**config.mk**
```make
export PLATFORM = sky130hd
export DESIGN_NAME = wwm_btn_conditioner_flat
export DESIGN_NICKNAME = d
export VERILOG_FILES = /design/src/rtl/wwm_btn_conditioner_if.sv /design/src/rtl/wwm_btn_conditioner.sv /design/src/flat_wrapper.sv
export SDC_FILE = /design/constraint.sdc
export NUM_CORES = 1
export LEC_CHECK = 0
export BUFFER_PORTS_ARGS = -buffer_cell sky130_fd_sc_hd__clkbuf_2
export CAP_MARGIN = 20
export CORE_UTILIZATION = 50
export DETAILED_ROUTE_END_ITERATION = 12
export HOLD_SLACK_MARGIN = 0.03
export PLACE_DENSITY = 0.69
export SETUP_SLACK_MARGIN = 0.5
export SLEW_MARGIN = 20
export SYNTH_ARGS = -nofsm -noshare
export SYNTH_HDL_FRONTEND = slang
export SYNTH_SLANG_ARGS = --single-unit
```
**constraint.sdc**
```tcl
create_clock -name board_clk -period 1.95 [get_ports board_clk]
set_input_delay 0.195 -clock board_clk [delete_from_list [all_inputs] [get_ports board_clk]]
set_output_delay 0.195 -clock board_clk [all_outputs]
set_load 0.02 [all_outputs]
```
**src/rtl/wwm_btn_conditioner_if.sv**
```systemverilog
// wwm_btn_conditioner_if
// Groups the per-button signals between the button pads and the conditioner.
//   btn_raw  : raw, asynchronous, bouncing levels from the pads (1 = pressed)
//   btn_db   : debounced level
//   btn_scen : one-cycle pulse per accepted press
//   btn_mcen : one-cycle pulse on press, then auto-repeat while held
// Modports: master = pad/consumer side, slave = conditioner.
interface wwm_btn_conditioner_if #(
  parameter int unsigned N_BTN = 2
);
  logic [N_BTN-1:0] btn_raw;
  logic [N_BTN-1:0] btn_db;
  logic [N_BTN-1:0] btn_scen;
  logic [N_BTN-1:0] btn_mcen;

  modport master (
    output btn_raw,
    input  btn_db,
    input  btn_scen,
    input  btn_mcen
  );

  modport slave (
    input  btn_raw,
    output btn_db,
    output btn_scen,
    output btn_mcen
  );
endinterface

```
**src/rtl/wwm_btn_conditioner.sv**
```systemverilog
// wwm_btn_conditioner
// Per-button conditioner for World War Math: 2-flop synchronizer, debounce,
// single press pulse (SCEN) and auto-repeat pulse (MCEN) for each channel.
// Channels are fully independent and share no state.
// Ports:
//   board_clk : system clock (100 MHz)
//   Reset     : asynchronous, active-high reset
//   io_btn    : slave modport carrying btn_raw in, btn_db/btn_scen/btn_mcen out
module wwm_btn_conditioner #(
  parameter int unsigned N_BTN           = 2,
  parameter int unsigned DEBOUNCE_CYCLES = 2_500_000,
  parameter int unsigned REPEAT_DELAY    = 50_000_000,
  parameter int unsigned REPEAT_PERIOD   = 10_000_000,
  parameter int unsigned CNT_W           = 27
) (
  input logic                  board_clk,
  input logic                  Reset,
  wwm_btn_conditioner_if.slave io_btn
);

  typedef enum logic [2:0] {
    StIni,
    StWq,
    StScen,
    StHold,
    StMcen,
    StWfcr
  } state_e;

  // Terminal counts (count - 1) for the equality compares.
  localparam logic [CNT_W-1:0] DbLast  = CNT_W'(DEBOUNCE_CYCLES - 1);
  localparam logic [CNT_W-1:0] DlyLast = CNT_W'(REPEAT_DELAY - 1);
  localparam logic [CNT_W-1:0] PerLast = CNT_W'(REPEAT_PERIOD - 1);
  localparam logic [CNT_W-1:0] CntOne  = CNT_W'(1);

  logic [N_BTN-1:0] w_db;
  logic [N_BTN-1:0] w_scen;
  logic [N_BTN-1:0] w_mcen;

  for (genvar g = 0; g < N_BTN; g++) begin : g_chan
    logic             r_sync1;
    logic             r_sync2;
    state_e           r_state;
    logic [CNT_W-1:0] r_cnt;
    logic             r_first;  // HOLD is timing the first repeat (REPEAT_DELAY)
    logic             r_db;
    logic             r_scen;
    logic             r_mcen;
    logic [CNT_W-1:0] w_hold_last;

    assign w_hold_last = r_first ? DlyLast : PerLast;

    // Outputs are registered alongside the state so they are glitch-free.
    always_ff @(posedge board_clk or posedge Reset) begin
      if (Reset) begin
        r_sync1 <= 1'b0;
        r_sync2 <= 1'b0;
        r_state <= StIni;
        r_cnt   <= '0;
        r_first <= 1'b0;
        r_db    <= 1'b0;
        r_scen  <= 1'b0;
        r_mcen  <= 1'b0;
      end else begin
        r_sync1 <= io_btn.btn_raw[g];
        r_sync2 <= r_sync1;
        r_scen  <= 1'b0;
        r_mcen  <= 1'b0;
        case (r_state)
          StIni: begin
            r_cnt <= '0;
            if (r_sync2) begin
              r_state <= StWq;
            end
          end
          StWq: begin
            if (!r_sync2) begin
              r_state <= StIni;
              r_cnt   <= '0;
            end else if (r_cnt == DbLast) begin
              r_state <= StScen;
              r_scen  <= 1'b1;
              r_mcen  <= 1'b1;
              r_db    <= 1'b1;
            end else begin
              r_cnt <= r_cnt + CntOne;
            end
          end
          StScen: begin
            r_state <= StHold;
            r_cnt   <= '0;
            r_first <= 1'b1;
          end
          StHold: begin
            if (!r_sync2) begin
              r_state <= StWfcr;
              r_cnt   <= '0;
            end else if (r_cnt == w_hold_last) begin
              r_state <= StMcen;
              r_mcen  <= 1'b1;
            end else begin
              r_cnt <= r_cnt + CntOne;
            end
          end
          StMcen: begin
            // A release seen here is picked up by HOLD on the next cycle.
            r_state <= StHold;
            r_cnt   <= '0;
            r_first <= 1'b0;
          end
          StWfcr: begin
            if (r_sync2) begin
              r_cnt <= '0;  // bounce: restart release qualification
            end else if (r_cnt == DbLast) begin
              r_state <= StIni;
              r_cnt   <= '0;
              r_db    <= 1'b0;
            end else begin
              r_cnt <= r_cnt + CntOne;
            end
          end
          default: begin
            r_state <= StIni;
            r_cnt   <= '0;
            r_db    <= 1'b0;
          end
        endcase
      end
    end

    assign w_db[g]   = r_db;
    assign w_scen[g] = r_scen;
    assign w_mcen[g] = r_mcen;
  end

  assign io_btn.btn_db   = w_db;
  assign io_btn.btn_scen = w_scen;
  assign io_btn.btn_mcen = w_mcen;

endmodule

```
**src/flat_wrapper.sv**
```systemverilog
// flat-port wrapper written by rule: the top's interface ports become plain ports
module wwm_btn_conditioner_flat 
#(
  parameter int unsigned N_BTN           = 2,
  parameter int unsigned DEBOUNCE_CYCLES = 2_500_000,
  parameter int unsigned REPEAT_DELAY    = 50_000_000,
  parameter int unsigned REPEAT_PERIOD   = 10_000_000,
  parameter int unsigned CNT_W           = 27
)
  (board_clk, Reset, io_btn_btn_raw, io_btn_btn_db, io_btn_btn_scen, io_btn_btn_mcen);
  wwm_btn_conditioner_if #(.N_BTN(N_BTN)) io_btn_i ();
  input logic board_clk;
  input logic Reset;
  input wire logic [$bits(io_btn_i.btn_raw)-1:0] io_btn_btn_raw;
  output wire logic [$bits(io_btn_i.btn_db)-1:0] io_btn_btn_db;
  output wire logic [$bits(io_btn_i.btn_scen)-1:0] io_btn_btn_scen;
  output wire logic [$bits(io_btn_i.btn_mcen)-1:0] io_btn_btn_mcen;
  assign io_btn_i.btn_raw = io_btn_btn_raw;
  assign io_btn_btn_db = io_btn_i.btn_db;
  assign io_btn_btn_scen = io_btn_i.btn_scen;
  assign io_btn_btn_mcen = io_btn_i.btn_mcen;
  wwm_btn_conditioner #(.N_BTN(N_BTN), .DEBOUNCE_CYCLES(DEBOUNCE_CYCLES), .REPEAT_DELAY(REPEAT_DELAY), .REPEAT_PERIOD(REPEAT_PERIOD), .CNT_W(CNT_W)) u_core (.board_clk(board_clk), .Reset(Reset), .io_btn(io_btn_i));
endmodule
```
==> metrics, run 1 <==
delay of the slowest cell on the worst path around 0.50 ns; root buffer cell sky130_fd_sc_hd__clkbuf_8; WL/cell between 15 and 20 um; via count of the first global-routing pass roughly 3300; timing-limited maximum frequency roughly 480 MHz; total number of yosys warnings 0; number of antenna repair diodes 0; GRT busiest layer met2; setup ws final -0.141 ns; gr usage total 0.243; post-synthesis to final-layout area growth 38.4%; net count after synthesis approximately 410; fin crit share 1.07; Setup Viol. Count Final 36; share of synthesized flip-flops with an asynchronous set or reset 1.00; Pleak between 2 and 2.5 nW; violations in the final reports setup timing; core area about 7400 um2; hold_ws ~0.35 ns; maximum number of pins on one net before global-route repair 25; Die W between 80 and 90 um; Fin. Hold Viols 0; Unique masters post-synth 57; number of top-level design ports 10; maximum count of clock buffers along a single path 2; share of the yosys chip area belonging to registers 0.466; actual slew at the worst max-slew pin between 0.5 and 0.6 ns; non-filler instance count after layout 603; fraction of layout instances using a drive strength above 1 0.389; layout filler cell count 479; worst rel slew slack 0.630; total standard cell area after synthesis 3870 um2; vertical die dimension ~90 um; TritonCTS clock tree yes; maximum clock skew at final layout 0.00812 ns; wire length of the first global-routing pass between 15000 and 20000 um; final weighted congestion in routability-driven placement around 0.91; post-layout total power ~2.7 mW; number of instances in the synthesized netlist 403; Cells after DPL roughly 560; row cnt 31; number of flip-flops and latches in the synthesized netlist 72; fin area between 5000 and 6000 um2; 1st-iter DRT viols between 200 and 300; WP data arrival 2.32 ns; starting density of the core 0.525; cell with the largest stage delay on the worst path sky130_fd_sc_hd__a2111o_1; Clock transition at path regs 0.07 ns; Total Die Area slightly above 8000 um2; path class of the lowest-slack min-delay path register to register; count of buffers from port buffering 9; number of cells traversed by the worst register-to-register path 6; cells along the critical path nor4_4 -> nand3_1 -> a2111o_1 -> a21oi_4 -> nor2_4 -> mux2_2; power density of the placed cells between 500 and 600 nW/um2; maximum fanout encountered on the critical timing path 3; VDD IR-drop max 400 uV; global routing usage on met1 0.326; Min Clock Period, post-route 2.09 ns; result of the run finished, violations left; # H-tree levels 3; number of flops mapped to enable cells by yosys 0; Worst Setup Start Kind register; worst setup path category register to register; maxcap violations 0; post-detailed-routing wire length roughly 10000 um; via density per instance slightly below 6; Routed Antenna Nets 0; Setup crit end kind register; number of buffers added by the clock tree synthesis step 9; final net count roughly 510; Clock Latency Late Sink between 0.3 and 0.4 ns; top flip-flop cell by instance count after synthesis sky130_fd_sc_hd__dfrtp_1; router iterations before antenna repair 5; number of antenna violations at the first check in global routing 0; Num Clock Sinks between 70 and 80; cell depth of the worst min-delay path 0; met2 track demand over resource in global routing 0.394; number of max-slew violations in the final report 0; leftover overflow at the end of global routing 0; required time worst endpoint ~2.2 ns; placed cell area between 4000 and 5000 um2; post-detailed-route DRC marker count 0; mean cell area of the mapped netlist just under 10 um2; count of vias placed by the detailed router approximately 3500; unrepaired setup endpoints after global routing yes; Detailed Place HPWL 6250 um; met3 usage 0.0491
-- path summary, 6_finish.rpt --
path	start	end	slack, ns
max	u_core.g_chan[1].r_cnt[16]	u_core.g_chan[1].r_cnt[0]	-0.14
min	u_core.g_chan[0].r_sync1	u_core.g_chan[0].r_sync2	0.35
max reg2reg	u_core.g_chan[1].r_cnt[16]	u_core.g_chan[1].r_cnt[0]	-0.14
min reg2reg	u_core.g_chan[0].r_sync1	u_core.g_chan[0].r_sync2	0.35
max in group asynchronous	Reset	u_core.g_chan[1].r_cnt[12]	0.92
min in group asynchronous	Reset	u_core.g_chan[0].r_cnt[3]	0.44
-- synthesized netlist by cell type, types with 3 or more instances --
library cell	instances	area [um2]
sky130_fd_sc_hd__xor2_1	28	245
sky130_fd_sc_hd__nor4_1	5	31.3
sky130_fd_sc_hd__and4_1	10	87.6
sky130_fd_sc_hd__nand4_1	13	81.3
sky130_fd_sc_hd__nand2_1	32	120
sky130_fd_sc_hd__and3_1	6	37.5
sky130_fd_sc_hd__nor3_1	10	50.1
sky130_fd_sc_hd__nor2b_1	3	18.8
sky130_fd_sc_hd__nor2_1	55	206
sky130_fd_sc_hd__and4b_1	5	50.1
sky130_fd_sc_hd__a21o_1	3	22.5
sky130_fd_sc_hd__xnor2_1	18	158
sky130_fd_sc_hd__clkbuf_1	6	22.5
sky130_fd_sc_hd__nand3_1	24	120
sky130_fd_sc_hd__buf_4	7	52.6
sky130_fd_sc_hd__o211ai_1	5	37.5
sky130_fd_sc_hd__o21ai_0	17	85.1
sky130_fd_sc_hd__inv_1	9	33.8
sky130_fd_sc_hd__a21oi_1	11	55.1
sky130_fd_sc_hd__dfrtp_1	72	1800
sky130_fd_sc_hd__nor4b_1	4	35.0
sky130_fd_sc_hd__buf_2	5	25.0
sky130_fd_sc_hd__or3_1	7	43.8
-- report_power, final --
part | leakage [nW] | switching, mW | internal, mW | total, mW
Clock | 0.0882 | 0.539 | 0.521 | 1.06
Combinational | 1.17 | 0.0898 | 0.0768 | 0.167
Sequential | 0.985 | 0.0131 | 1.50 | 1.52
-- critical path, delay by kind of cell, from the launching register on --
family / cells / cell delay, ns
compound gates: 2 / 0.75
flops: 1 / 0.43
mux: 1 / 0.25
simple gates: 3 / 0.56
-- cells in the final DEF, fill, tap and decap left out, drive strengths merged, types with 2 or more instances in the layout --
cell type / count
dlygate4sd3: 3
ha: 2
dfrtp: 72
buf: 91
nor2: 57
xor2: 28
and3: 6
o21a: 2
o31ai: 2
and4: 10
clkinvlp: 2
a21o: 3
nor4: 8
clkinv: 2
or3: 7
inv: 8
a21oi: 13
clkbuf: 22
and4b: 5
o22ai: 2
or2: 2
nand3: 25
nand2: 32
nor3b: 3
mux2: 2
and2: 2
nor2b: 3
a22o: 2
or4: 2
o211ai: 5
or4b: 3
nor4b: 4
nor3: 11
a21boi: 2
nand4: 13
nor4bb: 2
o21ai: 18
xnor2: 18
-- state kept, by name, summed over array words and instances (netlist names) --
register,cells
u_core.g_chan.r_first,2
u_core.g_chan.r_cnt,54
u_core.g_chan.r_sync2,2
u_core.g_chan.r_state,6
u_core.g_chan.r_scen,2
u_core.g_chan.r_mcen,2
u_core.g_chan.r_db,2
u_core.g_chan.r_sync1,2
-- kinds of logic after synthesis --
family / synth area share
simple gates: 0.289
flops: 0.466
compound gates: 0.0918
xor+xnor: 0.104
buf+inv: 0.0346
fa+ha+maj: 0.00905
mux: 0.00582
-- routing by layer --
layer | routed length, um | part of all wire
met5 | 0 | 0
met4 | 238 | 0.023
met3 | 460 | 0.045
met2 | 5030 | 0.49
met1 | 4530 | 0.44
-- metrics by stage --
step | util | TNS [ns] | worst slack [ns]
after floorplan | - | -0.0414 | -0.0407
after global placement | 0.609 | 0 | 0.00152
after detailed placement | 0.609 | -0.108 | -0.0395
after CTS | 0.673 | -0.647 | -0.0534
after global routing | 0.727 | -5.49 | -0.192
final | 0.727 | -1.67 | -0.141
-- final cells by class --
cell class	instances	area, um2	area share
Multi-Input combinational cell	304	2280	0.425
Sequential cell	72	1810	0.337
Timing Repair Buffer	104	941	0.176
Clock buffer	12	155	0.0290
Tap cell	99	124	0.0231
Inverter	9	37.5	0.00701
Clock inverter	3	17.5	0.00327
-- repair_timing --
| action | CTS | global route |
|---|---|---|
| gates resized for setup | 28 | 80 |
| buffers inserted | 11 | 10 |
| cloned | 3 | 2 |
| endpoints found under the hold margin | 23 | 0 |
| endpoints found under the setup margin | 66 | 66 |
| pin swaps | 8 | 36 |
| hold buffers | 3 | 0 |
(Power assumes the default switching activity.)
==> run 2, diff against run 1 <==
--- a/config.mk
+++ b/config.mk
@@ -16,3 +16,4 @@
 export SYNTH_ARGS = -nofsm -noshare
 export SYNTH_HDL_FRONTEND = slang
 export SYNTH_SLANG_ARGS = --single-unit
+export TNS_END_PERCENT = 50
==> metrics, run 2 (synthesized netlist as in run 1, its figures left out) <==
number of antenna violations at the first check in global routing 0 (unchanged); actual slew at the worst max-slew pin 0.466 ns (-0.0880 ns); endpoint of the worst register-to-register path u_core.g_chan[1].r_cnt[0]; fin area 5200 um2 (-2.8%); Fin. Hold Viols 0 (unchanged); via count of the first global-routing pass 3278 (-0.64%); number of buffers added by the clock tree synthesis step 9 (unchanged); TritonCTS clock tree yes; required time worst endpoint 2.19 ns (about the same); dominant delay contributor by cell family on the critical path simple AND/OR/NAND/NOR gates; final core utilization 0.706 (-0.0205); final weighted congestion in routability-driven placement 0.908 (+0.14%); Detailed Place HPWL 6140 um (-1.7%); setup ws final -0.106 ns (+0.0347 ns); post-synthesis to final-layout area growth 34.5%; Top reg by flops u_core.g_chan.r_cnt; result of the run finished, violations left; Die W 90.0 um (unchanged); number of max-slew violations in the final report 0 (unchanged); leftover overflow at the end of global routing 0 (unchanged); maximum count of clock buffers along a single path 2 (unchanged); WL/cell 15.9 um (-6.3%); unrepaired setup endpoints after global routing yes; worst setup path category register to register; number of antenna repair diodes 0 (unchanged); count of vias placed by the detailed router 3380 (-3.8%); placed cell area 4470 um2 (-0.39%); post-detailed-route DRC marker count 0 (unchanged); core area 7370 um2 (unchanged); power density of the placed cells 561 nW/um2 (+9.7%); maximum clock skew at final layout 0.00899 ns (+0.000868 ns); maximum fanout encountered on the critical timing path 5 (+2); WP data arrival 2.29 ns (-0.03 ns); Largest register FFs 54 (unchanged); start point of the worst hold path u_core.g_chan[1].r_sync1; Total Die Area 8100 um2 (unchanged); commonest cells after routing, fill and taps aside sky130_fd_sc_hd__buf_4 (74), sky130_fd_sc_hd__dfrtp_1 (72), sky130_fd_sc_hd__nor2_1 (34), sky130_fd_sc_hd__nand2_1 (32), sky130_fd_sc_hd__xor2_1 (27); fin crit share 1.05 (-0.0178); starting density of the core 0.525 (unchanged); post-detailed-routing wire length 9550 um (-6.9%); FF-to-FF Start u_core.g_chan[1].r_cnt[1]; Worst Setup Start Kind register; Setup crit end kind register; logic depth of the worst setup path including buffers 7 (+1); number of cells traversed by the worst register-to-register path 7 (+1); Clock Latency Late Sink 0.35 ns (about the same); Min Clock Period, post-route 2.06 ns (-0.0347 ns); count of buffers from port buffering 9 (unchanged); VDD IR-drop max 593 uV (+48%); row cnt 31 (unchanged); delay of the slowest cell on the worst path 0.48 ns (-0.02 ns); final net count 501 (-0.99%); maxcap violations 0 (unchanged); Largest regs u_core.g_chan.r_cnt (54), u_core.g_chan.r_state (6); path class of the lowest-slack min-delay path register to register; fraction of layout instances using a drive strength above 1 0.356 (-0.0329); violations in the final reports setup timing; Clock transition at path regs 0.08 ns (about the same); gr usage total 0.241 (-0.00244); cell depth of the worst min-delay path 0 (unchanged); cell with the largest stage delay on the worst path sky130_fd_sc_hd__or4b_4; vertical die dimension 90.0 um (unchanged); Pleak 2.19 nW (-2.6%); Total Negative Setup Slacks -1.07 ns (+0.601 ns); # H-tree levels 3 (unchanged); wire length of the first global-routing pass 15700 um (-0.22%); root buffer cell sky130_fd_sc_hd__clkbuf_8; hold-critical path endpoint u_core.g_chan[1].r_sync2; maximum number of pins on one net before global-route repair 73 (+190%); 1st-iter DRT viols 272 (+1.5%); Routed Antenna Nets 0 (unchanged); number of top-level design ports 10 (unchanged); Worst Path Buf+Inv 0 (unchanged); worst reg2reg setup slack -0.11 ns (+0.03 ns); Setup Viol. Count Final 23 (-36%); worst rel slew slack 0.688 (+0.0581); via density per instance 5.64 (-3.2%); post-layout total power 2.92 mW (+6.6%); Num Clock Sinks 72 (unchanged); cells along the critical path ha_2 -> and4_4 -> or4b_4 -> nor3_4 -> o21a_4 -> nor2_2 -> mux2_2; commonest non-fill, non-tap cell in the layout sky130_fd_sc_hd__buf_4; router iterations before antenna repair 5 (unchanged); timing-limited maximum frequency 486 MHz (+1.7%)
run 2: cell count changes in the layout (fill, tap and decap cells not counted), sizes merged:
cell / change
clkbuf: -1
bufinv: +1
buf: -4
run 2: final cells by class:
type	instances	area [um2]
clock buffers	12	165
clock inverters	4	51.3
fillers	535	2160
inverters	9	37.5
multi-input cells	304	2240
flip-flops and latches	72	1800
well taps	99	124
repair buffers	99	790
run 2: worst max path at each step:
| stage | startpoint | end | slack [ns] |
|---|---|---|---|
| after global routing | u_core.g_chan[0].r_cnt[13] | u_core.g_chan[0].r_cnt[0] | -0.19 |
| after detailed placement | u_core.g_chan[0].r_cnt[13] | u_core.g_chan[0].r_cnt[0] | -0.12 |
| final | u_core.g_chan[1].r_cnt[1] | u_core.g_chan[1].r_cnt[0] | -0.11 |
| after global placement | u_core.g_chan[0].r_cnt[13] | u_core.g_chan[0].r_cnt[0] | -0.11 |
| after floorplan | u_core.g_chan[1].r_cnt[0] | u_core.g_chan[1].r_cnt[0] | -0.05 |
| after CTS | u_core.g_chan[1].r_cnt[0] | u_core.g_chan[1].r_cnt[0] | -0.06 |
run 2: stage by stage:
stage	setup slack [ns]	hold WS [ns]	cells
final	-0.106	0.360	599
after global placement	-0.107	0.303	561
after detailed placement	-0.124	0.305	561
after global routing	-0.185	0.366	599
after floorplan	-0.0477	0.226	403
after CTS	-0.0595	0.364	589
run 2: what timing repair did:
action	in CTS	in global routing
resized for setup	34	57
hold endpoints to repair	74	0
gates cloned	1	2
pin swaps	23	27
setup endpoints to repair	65	66
hold buffers	3	0
buffers inserted	8	8
run 2: power breakdown:
group	internal (mW)	switching (mW)
logic	0.0535	0.0784
registers	1.50	0.0138
clock network	0.696	0.578
total	2.25	0.670
run 2: routing by layer:
metal	routed length, um	share of wire	GRT usage	vias to the layer above
li1	-	-	-	1626
met1	4540	0.48	0.352	1637
met2	4410	0.46	0.353	102
met3	498	0.052	0.0584	15
met4	104	0.011	0.0766	0
met5	0	0	0	-
==> run 3, diff against run 2 <==
--- a/config.mk
+++ b/config.mk
@@ -9,6 +9,7 @@
 export CAP_MARGIN = 20
 export CORE_UTILIZATION = 50
 export DETAILED_ROUTE_END_ITERATION = 12
+export GPL_TIMING_DRIVEN = 0
 export HOLD_SLACK_MARGIN = 0.03
 export PLACE_DENSITY = 0.69
 export SETUP_SLACK_MARGIN = 0.5
==> metrics, run 3 (synthesized netlist as in run 1, its figures left out) <==
result of the run finished, violations left; violations in the final reports setup timing; setup ws final -0.302 ns (-0.195 ns); core area 7370 um2 (unchanged); leftover overflow at the end of global routing 0 (unchanged); Largest regs u_core.g_chan.r_cnt (54), u_core.g_chan.r_state (6); WP data arrival 2.49 ns (+0.20 ns); Setup Viol. Count Final 58 (+150%); net switching power of the design 0.697 mW (+4.0%); vertical die dimension 90.0 um (unchanged); sequential power share 0.483 (-0.036); Largest register FFs 54 (unchanged); Total Die Area 8100 um2 (unchanged); fin area 5510 um2 (+5.9%); # H-tree levels 3 (unchanged); required time worst endpoint 2.19 ns (about the same); path class of the lowest-slack min-delay path register to register; count of buffers from port buffering 9 (unchanged); maximum clock skew at final layout 0.0115 ns (+0.00253 ns); commonest cells after routing, fill and taps aside sky130_fd_sc_hd__dfrtp_1 (65), sky130_fd_sc_hd__buf_4 (52), sky130_fd_sc_hd__nand2_1 (30), sky130_fd_sc_hd__nor2_1 (30), sky130_fd_sc_hd__xor2_1 (27); clock power share 0.451 (+0.015); Worst Setup Start Kind register; wire length of the first global-routing pass 17000 um (+8.3%); fin crit share 1.15 (+0.100); power density of the placed cells 567 nW/um2 (+0.99%); commonest non-fill, non-tap cell in the layout sky130_fd_sc_hd__dfrtp_1; 1st-iter DRT viols 273 (+0.37%); fraction of layout instances using a drive strength above 1 0.380 (+0.0243); fraction of power spent switching nets 0.223 (-0.00631); WL/cell 19.2 um (+20%); Top reg by flops u_core.g_chan.r_cnt; post-synthesis to final-layout area growth 42.5%; Num Clock Sinks 72 (unchanged); post-layout total power 3.12 mW (+7.0%); Min Clock Period, post-route 2.25 ns (+0.195 ns); Routed Antenna Nets 0 (unchanged); maximum fanout encountered on the critical timing path 8 (+3); number of buffers added by the clock tree synthesis step 9 (unchanged); root buffer cell sky130_fd_sc_hd__clkbuf_8; final weighted congestion in routability-driven placement 0.841 (-7.4%); final net count 498 (-0.60%); Detailed Place HPWL 5490 um (-11%); worst setup path category register to register; timing-limited maximum frequency 444 MHz (-8.7%); layout filler cell count 444 (-17%); actual slew at the worst max-slew pin 0.598 ns (+0.132 ns); share of total power in combinational logic 0.066 (+0.021); starting density of the core 0.525 (unchanged); Die W 90.0 um (unchanged); internal power 2.43 mW (+7.8%); non-filler instance count after layout 596 (-0.50%); via count of the first global-routing pass 3367 (+2.7%); Setup crit end kind register; Fin. Hold Viols 0 (unchanged); post-detailed-route DRC marker count 0 (unchanged); number of top-level design ports 10 (unchanged); maximum number of pins on one net before global-route repair 21 (-71%); post-detailed-routing wire length 11400 um (+20%); maximum count of clock buffers along a single path 2 (unchanged); number of antenna repair diodes 0 (unchanged); hold_ws 0.353 ns (-0.00708 ns); number of max-slew violations in the final report 0 (unchanged); count of vias placed by the detailed router 3584 (+6.0%); unrepaired setup endpoints after global routing yes; gr usage total 0.267 (+0.0257); TritonCTS clock tree yes; placed cell area 4130 um2 (-7.6%); Cells after DPL 514 (-8.4%); router iterations before antenna repair 5 (unchanged); VDD IR-drop max 559 uV (-5.6%); worst rel slew slack 0.598 (-0.0906); row cnt 31 (unchanged); Clock transition at path regs 0.08 ns (about the same); Clock Latency Late Sink 0.36 ns (about the same); maxcap violations 0 (unchanged); via density per instance 6.01 (+6.6%); number of antenna violations at the first check in global routing 0 (unchanged); Pleak 2.26 nW (+3.1%)
run 3: cell count changes in the layout (fill, tap and decap cells not counted), moves of 5 or more:
cell,previous run,this run
sky130_fd_sc_hd__nor2_4,11,19
sky130_fd_sc_hd__dfrtp_2,0,7
sky130_fd_sc_hd__dfrtp_1,72,65
sky130_fd_sc_hd__buf_4,74,52
sky130_fd_sc_hd__clkbuf_1,0,6
sky130_fd_sc_hd__buf_16,0,5
run 3: metrics by stage:
step | worst slack, ns | TNS [ns] | util
2_1_floorplan | -0.0477 | -0.0647 | -
3_3_place_gp | -0.280 | -10.84 | 0.550
3_5_place_dp | -0.313 | -12.52 | 0.561
4_1_cts | -0.0880 | -0.742 | 0.704
5_1_grt | -0.334 | -11.79 | 0.748
6_report | -0.302 | -7.52 | 0.748
run 3: cell type report:
class                   instances  area, um2  area share
well taps                      99        124      0.0225
clock inverters                 4       75.1      0.0136
repair buffers                 78        767       0.139
multi-input cells             304       2380       0.432
inverters                       9       37.5     0.00681
flip-flops and latches         72       1810       0.328
clock buffers                  12        165      0.0300
plain buffers                  18        150      0.0272
run 3: worst max-delay path, cell delays in order (launching register included):
cell                        delay [ns]
sky130_fd_sc_hd__dfrtp_2          0.47
sky130_fd_sc_hd__nand4b_1         0.21
sky130_fd_sc_hd__nor4_1           0.54
sky130_fd_sc_hd__o2111ai_2        0.24
sky130_fd_sc_hd__a21oi_2          0.23
sky130_fd_sc_hd__buf_6            0.16
sky130_fd_sc_hd__nor2_4           0.04
sky130_fd_sc_hd__mux2_2           0.25
run 3: final timing paths:
check | startpoint | endpoint | slack, ns | cells past startpoint
setup / recovery | u_core.g_chan[0].r_cnt[9] | u_core.g_chan[0].r_cnt[0] | -0.30 | 7
hold / removal | u_core.g_chan[0].r_sync1 | u_core.g_chan[0].r_sync2 | 0.35 | 0
setup reg to reg | u_core.g_chan[0].r_cnt[9] | u_core.g_chan[0].r_cnt[0] | -0.30 | 7
hold reg to reg | u_core.g_chan[0].r_sync1 | u_core.g_chan[0].r_sync2 | 0.35 | 0
max in group asynchronous | Reset | u_core.g_chan[1].r_cnt[18] | 0.78 | 6
min in group asynchronous | Reset | u_core.g_chan[0].r_cnt[4] | 0.37 | 3
run 3: power by group through the flow:
stage	clock network, mW	logic [mW]	registers (mW)
floorplan	0	0.0625	1.54
global placement	0	0.0846	1.54
detailed placement	0	0.107	1.54
CTS	1.42	0.176	1.51
global route	1.48	0.221	1.51
finish	1.41	0.205	1.51
run 3: routing by layer:
layer | routed length [um] | global-route usage | part of all wire | up-vias
met5 | 0 | 0 | 0 | -
met4 | 301 | 0.0901 | 0.026 | 0
met3 | 637 | 0.0491 | 0.056 | 32
met2 | 5660 | 0.419 | 0.49 | 172
met1 | 4850 | 0.375 | 0.42 | 1770
li1 | - | - | - | 1610
run 3: what timing repair did:
item,in CTS,in global routing
gates resized for setup,93,45
pin swaps,39,32
buffers inserted,44,15
setup endpoints to repair,66,66
gates cloned,3,1
hold buffers,3,0
hold endpoints to repair,18,0
